==> src/rtl/moore_step_counter.sv <==
// Modulo-MOD state counter advanced by a DIV-cycle prescaler, with a
// seven-segment (active-low) decode of the current state.
module moore_step_counter #(
  parameter int unsigned DIV  = 25000000,
  parameter int unsigned MOD  = 6,
  parameter int unsigned STEP = 3
) (
  input  logic       clk,
  input  logic       reset,
  input  logic       en,
  input  logic [1:0] mode,
  input  logic       load,
  input  logic [3:0] load_val,
  output logic [3:0] state,
  output logic [6:0] seg,
  output logic       tick,
  output logic       wrap
);

  typedef enum logic [1:0] {
    MODE_HOLD = 2'b00,
    MODE_INC  = 2'b01,
    MODE_JUMP = 2'b10,
    MODE_DEC  = 2'b11
  } mode_t;

  localparam logic [31:0] LAST   = 32'(DIV - 1);
  localparam logic [4:0]  MOD_W  = 5'(MOD);
  localparam logic [4:0]  STEP_W = 5'(STEP);
  localparam logic [3:0]  TOP    = 4'(MOD - 1);

  logic [31:0] count;
  logic        expire;
  mode_t       step_mode;
  logic [4:0]  sum;
  logic [3:0]  next_state;
  logic        step_wrap;

  assign expire    = en && (count == LAST);
  assign step_mode = mode_t'(mode);

  // Up steps never exceed 2*MOD-2, so a single conditional subtract is a full modulo.
  always_comb begin
    sum        = {1'b0, state};
    next_state = state;
    step_wrap  = 1'b0;
    case (step_mode)
      MODE_INC:  sum = {1'b0, state} + 5'd1;
      MODE_JUMP: sum = {1'b0, state} + STEP_W;
      default:   sum = {1'b0, state};
    endcase
    if (sum >= MOD_W) sum = sum - MOD_W;
    case (step_mode)
      MODE_INC, MODE_JUMP: begin
        next_state = sum[3:0];
        step_wrap  = (sum[3:0] < state);
      end
      MODE_DEC: begin
        if (state == 4'd0) begin
          next_state = TOP;
          step_wrap  = 1'b1;
        end else begin
          next_state = state - 4'd1;
        end
      end
      default: begin
        next_state = state;
        step_wrap  = 1'b0;
      end
    endcase
  end

  // A load wins over any step and restarts the prescaler from zero.
  always_ff @(posedge clk or negedge reset) begin
    if (!reset) begin
      count <= '0;
      state <= '0;
      tick  <= 1'b0;
      wrap  <= 1'b0;
    end else if (load) begin
      count <= '0;
      state <= ({1'b0, load_val} >= MOD_W) ? TOP : load_val;
      tick  <= 1'b0;
      wrap  <= 1'b0;
    end else begin
      tick <= expire;
      wrap <= expire && step_wrap;
      if (en) count <= expire ? '0 : count + 32'd1;
      if (expire) state <= next_state;
    end
  end

  always_comb begin
    seg = 7'b1111111;
    case (state)
      4'h0: seg = 7'b0000001;
      4'h1: seg = 7'b1001111;
      4'h2: seg = 7'b0010010;
      4'h3: seg = 7'b0000110;
      4'h4: seg = 7'b1001100;
      4'h5: seg = 7'b0100100;
      4'h6: seg = 7'b0100000;
      4'h7: seg = 7'b0001111;
      4'h8: seg = 7'b0000000;
      4'h9: seg = 7'b0000100;
      4'hA: seg = 7'b0001000;
      4'hB: seg = 7'b1100000;
      4'hC: seg = 7'b0110001;
      4'hD: seg = 7'b1000010;
      4'hE: seg = 7'b0110000;
      4'hF: seg = 7'b0111000;
      default: seg = 7'b1111111;
    endcase
  end

endmodule

==> config.mk <==
export PLATFORM = sky130hd
export DESIGN_NAME = moore_step_counter
export DESIGN_NICKNAME = d
export VERILOG_FILES = /design/src/rtl/moore_step_counter.sv
export SDC_FILE = /design/constraint.sdc
export NUM_CORES = 1
export LEC_CHECK = 0
export ABC_AREA = 1
export CORE_ASPECT_RATIO = 1.2
export CORE_MARGIN = 1.5
export CORE_UTILIZATION = 59
export DETAILED_ROUTE_END_ITERATION = 12
export HOLD_SLACK_MARGIN = 0.03
export PLACE_DENSITY = 0.81
export SYNTH_ARGS = -nofsm -noshare
export SYNTH_HDL_FRONTEND = slang
export SYNTH_SLANG_ARGS = --single-unit
==> constraint.sdc <==
create_clock -name clk -period 3.5 [get_ports clk]
set_input_delay 0.35 -clock clk [delete_from_list [all_inputs] [get_ports clk]]
set_output_delay 0.35 -clock clk [all_outputs]
set_load 0.02 [all_outputs]
==> flow_summary.toml, run 1 <==
[run_status]
status = "finished clean"

[timing]
fin_crit_ps = 3170
tightestPinTransition_ps = 822
clock.fmax_ghz = 0.316
fin_hold_ws_ps = 151
slew_violations = 0
hold_violations = 0
fin_crit_sh_pct = 90.6
rsz0062_at_grt = "false"
slew_headroom_pct = 45.2
setup_violations = 0
tns_ps = 0
skew_ps = 3.25

[layout]
final.fill_count = 401
ff_latch_area_sq_um = 951
fin_area_sq_um = 3320
final_util_pct = 70.6
area_growth_pct = 13.1
multi_input_area_sq_um = 1720
diodes = 0
finalNetCount = 494
drive_gt1_share_pct = 6.41

[grt]
grt.met1_usage_pct = 30.4
grt_pass1_wl_um = 12000
grt_pass1_vias = 2818
grt_util_met3_pct = 4.06
grtUsageMet2_pct = 53.5
grt_max_degree = 39
busiest_layer = "met2"
grtUsageTotal_pct = 28.7
grt_antenna_before_repair = 0
grt-ovfl-total = 0

[floorplan]
die_w_um = 67.4
coreArea_sq_um = 4700
initial_utilization_pct = 62.5
die_area_sq_um = 5400
die_y_um = 80.2
num_rows = 27
ios = 23

[cts]
cts_tree = "done"
cts.sink_count = 38
cts_resized = 0
ctsLongestPathBuffers = 2
cts_buffers = 5
clkTransAtPathRegs_ps = 70
post_cts_buffers = 0
htreeDepth = 2
clk_latency_ps = 290
root_buffer = "clkbuf_8"
cts_hold_buffers = 0

[synth]
synth.avg_cell_area_sq_um = 6.68
synth-main-ff-cell = "dfrtp_1"
synth_fp_nets = 466
ys.warnings.count = 0
ys_async_sr_fraction_pct = 100
ys_seq_area_share_pct = 32.4
netlist_area_sq_um = 2930
syn_inst = 439
ys_types = 40
ys_seq_elements = 38
synth-edff-count = 0

[power_and_ir_drop]
sw_frac_of_total_pct = 36.6
p_switching_mw = 0.467
internal_power_mw = 0.810
irDropWorstVdd_uv = 265
p_seq_share_pct = 37.1
combPwrFrac_pct = 38.6
power.density_nw_per_um2 = 385
leakagePower_nw = 1.58
power_frac_clock_pct = 24.3

[setup_path]
criticalPathCategory = "in2reg"
crit_path_frequent_cell = "inv_1"
path_delay_family = "adder cells"
required_ps = 3700
r2r_slack_ps = 680
max_stage_delay_ps = 480
critPathBufInv = 6
end_kind = "flop"
worst_setup_path_start_kind = "input port"
cp_cell_sequence = "clkdlybuf4s50_1, inv_1, ha_1, fa_1, inv_1, nand2_1, nand2_1, inv_1, ha_1, nor2_1, inv_1, nor2_1, nand3_1, and2_1, ha_1, inv_1, nor2_1, o211ai_1, nand3_1, a211oi_1"
cp.arrival_ps = 3370
crit_path_max_fanout = 3
crit_path_top_delay_cell = "clkdlybuf4s50_1"

[detailed_routing]
drt_iter0_drc = 130
ant_nets = 0
wl_per_cell_um = 13.3
via_per_inst = 5.54
vias = 2914
drtPass1Iterations = 5
wl_um = 6990
drc_errors = 0

[placement]
gp_congestion = 0.916
port_buffers = 22
dp_hpwl_um = 5380
place_area_sq_um = 3230

[hold_path]
hp-class = "in2async"

[job]
maxCapViolations = 0
-- cell type report --
cell class | instances | area share [%]
Inverter | 61 | 7.05
Multi-Input combinational cell | 335 | 51.9
Sequential cell | 38 | 28.7
Timing Repair Buffer | 26 | 7.39
Tap cell | 58 | 2.19
Clock inverter | 1 | 0.151
Clock buffer | 7 | 2.60
-- final timing paths --
kind,cells after the start,start,to
worst max-delay path,20,mode[0],wrap
worst min-delay path,1,reset,count[13]
worst max register to register,17,state[0],wrap
worst min register to register,2,count[1],count[1]
max in group asynchronous,1,reset,count[29]
min in group clk,2,count[1],count[1]
-- Yosys cell counts, types with 2 or more instances --
cell | instances | area [sq um]
nor2_4 | 3 | 33.8
nand4_1 | 12 | 75.1
clkinv_1 | 2 | 7.51
nand2_1 | 122 | 458
nand3_1 | 36 | 180
buf_2 | 2 | 10.0
nor2_2 | 5 | 31.3
nor3_1 | 12 | 60.1
a211oi_1 | 3 | 22.5
ha_1 | 16 | 200
o21ai_0 | 16 | 80.1
nand2_2 | 2 | 12.5
xnor2_1 | 3 | 26.3
xor2_1 | 5 | 43.8
nand3_2 | 2 | 20.0
a21oi_1 | 11 | 55.1
dfrtp_1 | 38 | 951
o22ai_1 | 2 | 12.5
inv_1 | 57 | 214
nor2_1 | 69 | 259
clkbuf_1 | 2 | 7.51
-- placed cells by master, fill, tap and decap left out, types with 2 or more instances in the layout --
| cell type | instances |
|---|---|
| nand2_1 | 122 |
| nor2_1 | 69 |
| inv_1 | 57 |
| dfrtp_1 | 38 |
| nand3_1 | 36 |
| clkdlybuf4s50_1 | 21 |
| o21ai_0 | 16 |
| ha_1 | 16 |
| nand4_1 | 12 |
| nor3_1 | 12 |
| a21oi_1 | 11 |
| clkbuf_8 | 6 |
| nor2_2 | 5 |
| xor2_1 | 5 |
| buf_4 | 4 |
| a211oi_1 | 3 |
| nor2_4 | 3 |
| xnor2_1 | 3 |
| clkinv_1 | 2 |
| o22ai_1 | 2 |
| nand3_2 | 2 |
| nand2_2 | 2 |
-- through the flow --
step | instances | setup slack (ps) | power, mW
6_report | 526 | 331 | 1.28
5_1_grt | 526 | 12.3 | 1.36
4_1_cts | 526 | 312 | 1.28
3_5_place_dp | 518 | 13.0 | 0.968
3_3_place_gp | 518 | 92.9 | 0.960
2_1_floorplan | 439 | 669 | 0.794
-- state kept, by name (all words and copies together) (netlist names) --
register and cells:
state 4, count 32, tick 1, wrap 1
-- power by group through the flow --
stage | sequential [mW] | combinational [mW] | clock, mW
after global routing | 0.474 | 0.554 | 0.333
after floorplan | 0.485 | 0.308 | 0
after CTS | 0.472 | 0.492 | 0.312
after global placement | 0.481 | 0.480 | 0
after detailed placement | 0.480 | 0.488 | 0
final | 0.474 | 0.492 | 0.311
-- kinds of logic (layout without fill, tap and decap cells) --
family	Yosys count	in the layout	synth area share (%)
flip-flops	38	38	32.4
AO/OA/AOI/OAI	41	41	8.32
XOR/XNOR	8	8	2.39
buffers and inverters	66	95	8.83
AND/OR/NAND/NOR	269	269	40.5
adder cells (fa/ha/maj)	17	17	7.51
-- metal layers --
layer	part of all wire (%)	vias to the layer above
li1	-	1469
met1	41	1328
met2	51	91
met3	3.7	26
met4	3.9	0
met5	0	-
Power figures use the tool's default switching activity.
==> run 2: changes to the inputs <==
--- a/config.mk
+++ b/config.mk
@@ -5,13 +5,12 @@
 export SDC_FILE = /design/constraint.sdc
 export NUM_CORES = 1
 export LEC_CHECK = 0
-export ABC_AREA = 1
 export CORE_ASPECT_RATIO = 1.2
 export CORE_MARGIN = 1.5
-export CORE_UTILIZATION = 59
+export CORE_UTILIZATION = 58
 export DETAILED_ROUTE_END_ITERATION = 12
 export HOLD_SLACK_MARGIN = 0.03
-export PLACE_DENSITY = 0.81
+export PLACE_DENSITY = 0.8
 export SYNTH_ARGS = -nofsm -noshare
 export SYNTH_HDL_FRONTEND = slang
 export SYNTH_SLANG_ARGS = --single-unit
==> run 2 against run 1 <==
- sequential power decreased by 4.4%
- sequential share of layout area is 0.076 points lower
- first-iteration DRC count up 14%
- largest power group is now registers
- critical path type is now reg2reg
- die area fell by 4.0%
==> flow_summary.toml, run 2 <==
[synth]
netlist_area_sq_um = 2760
synth_fp_nets = 337
ys_async_sr_fraction_pct = 100
synth-main-ff-cell = "dfrtp_1"
syn_inst = 310
ys_types = 66
ys_seq_area_share_pct = 34.4
ys.warnings.count = 0
synth.avg_cell_area_sq_um = 8.91
synth-edff-count = 0
synthTopCellsByArea = "dfrtp_1, ha_1, xor2_1"
synth_common_cells = "dfrtp_1, nor2_1, nand2_1"
synth_top_area_share_pct = 34.4
synth_top_area_cell = "dfrtp_1"
ys_seq_elements = 38

[detailed_routing]
routed-wl-met3_um = 204
drc_errors = 0
m1WireLength_um = 2760
drtPass1Iterations = 4
drt_iter0_drc = 148
wl_met2_um = 3390
via_per_inst = 6.04
ant_nets = 0
wl_per_cell_um = 15.9
wl_um = 6500
vias = 2466
maxUsedRoutingLayer = "met4"

[timing]
setup_ws_ps = 434
hold_violations = 0
tightestPinTransition_ps = 839
skew_ps = 5.00
clock.fmax_ghz = 0.326
rsz0062_at_grt = "false"
setup_violations = 0
slew_violations = 0
fin_crit_ps = 3070
slew_headroom_pct = 44.1
fin_crit_sh_pct = 87.6

[setup_path]
max_stage_delay_ps = 610
critPathBufInv = 1
reg2reg_to = "wrap"
crit_path_max_fanout = 3
worst_setup_path_start_kind = "flop"
worst-r2r-cell-count = 12
cp_cell_sequence = "fa_2, or3b_4, a21oi_4, nor4_4, buf_4, xnor2_2, ha_1, nor2b_1, o21a_1, o21ai_1, a32oi_1, nor4_1"
r2r_start = "state[0]"
criticalPathCategory = "reg2reg"
required_ps = 3690
r2r_slack_ps = 430
end_kind = "flop"
cp.arrival_ps = 3260
crit_path_top_delay_cell = "fa_2"
path_delay_family = "adder cells"

[grt]
grt_antenna_before_repair = 0
grt_pass1_wl_um = 10800
grt_pass1_vias = 2330
grt_max_degree = 39
grtUsageTotal_pct = 26.6
grt-ovfl-total = 0

[power_and_ir_drop]
leakagePower_nw = 1.44
power.density_nw_per_um2 = 353
irDropWorstVdd_uv = 252

[cts]
root_buffer = "clkbuf_8"
cts.sink_count = 38
cts_buffers = 5
clkTransAtPathRegs_ps = 70
htreeDepth = 2
ctsLongestPathBuffers = 2
cts_tree = "done"
clk_latency_ps = 290
cts_hold_buffers = 0

[placement]
gp_congestion = 0.819
dp_hpwl_um = 4680
post-place-ws_ps = -456
port_buffers = 22

[layout]
final_util_pct = 72.4
finalNetCount = 376
largest_register = "count"
drive_gt1_share_pct = 16.9
final_cell_mix = "nor2_1, dfrtp_1, nand2_1"
largest_registers = "count: 32 flops, state: 4 flops"
diodes = 0
largest_reg_flops = 32
area_growth_pct = 20.4

[floorplan]
die_area_sq_um = 5190
die_y_um = 78.6
die_w_um = 66.0
coreArea_sq_um = 4590
num_rows = 27
ios = 23
initial_utilization_pct = 60.1

[job]
maxCapViolations = 0

[hold_path]
hp-class = "in2async"

[run_status]
status = "finished clean"
[run 2: cell type report]
| cell class | count | area (sq um) |
|---|---|---|
| repair buffers | 44 | 385 |
| flip-flops and latches | 38 | 951 |
| clock inverters | 1 | 5.00 |
| clock buffers | 7 | 86.3 |
| inverters | 12 | 45.0 |
| multi-input cells | 248 | 1780 |
| well taps | 58 | 72.6 |
| fillers | 360 | 1270 |
[run 2: power breakdown]
| part | switching [mW] | internal (mW) |
|---|---|---|
| combinational | 0.211 | 0.205 |
| clock | 0.147 | 0.159 |
| sequential | 0.00753 | 0.446 |
| total | 0.366 | 0.810 |
[run 2: kinds of logic after synthesis]
kind of cell,after synthesis,synth area share (%)
AO/OA/AOI/OAI,52,13.3
XOR/XNOR,24,7.61
adder cells (fa/ha/maj),17,7.97
buffers and inverters,24,4.03
flip-flops,38,34.4
multiplexers,6,2.63
AND/OR/NAND/NOR,149,30.0
[run 2: worst max path at each step]
| stage | start | to | slack, ps | cells past startpoint |
|---|---|---|---|---|
| floorplan | state[0] | wrap | 130 | 12 |
| global placement | mode[0] | wrap | -300 | 16 |
| detailed placement | mode[0] | wrap | -460 | 16 |
| CTS | mode[0] | wrap | 0.4 | 16 |
| global route | state[0] | wrap | 260 | 13 |
| finish | state[0] | wrap | 430 | 12 |
[run 2: stage by stage]
stage	TNS (ps)	total power, mW	hold slack, ps	cell area [sq um]	cells
CTS	0	1.15	189	3270	408
finish	0	1.18	161	3330	408
floorplan	0	0.681	54.4	2760	310
global placement	-297	0.819	500	3130	398
global route	0	1.24	242	3330	408
detailed placement	-456	0.830	497	3130	398
[run 2: timing repair]
action                                  4_1_cts  5_1_grt
endpoints found under the setup margin        1        1
gates resized for setup                       6       13
pin swaps                                     5       10
buffers inserted                              2        0
endpoints found under the hold margin         0        0
[run 2: metal layers]
layer	global-route usage (%)	up-vias
met3	3.72	14
met2	46.9	57
met4	9.80	0
li1	-	1211
met1	32.6	1184
met5	0	-
==> run 3: changes to the inputs <==
--- a/config.mk
+++ b/config.mk
@@ -8,6 +8,7 @@
 export CORE_ASPECT_RATIO = 1.2
 export CORE_MARGIN = 1.5
 export CORE_UTILIZATION = 58
+export CTS_CLUSTER_DIAMETER = 120
 export DETAILED_ROUTE_END_ITERATION = 12
 export HOLD_SLACK_MARGIN = 0.03
 export PLACE_DENSITY = 0.8
==> results of run 3 <==
The final DEF is identical to that of run 2; final timing and power are the same.
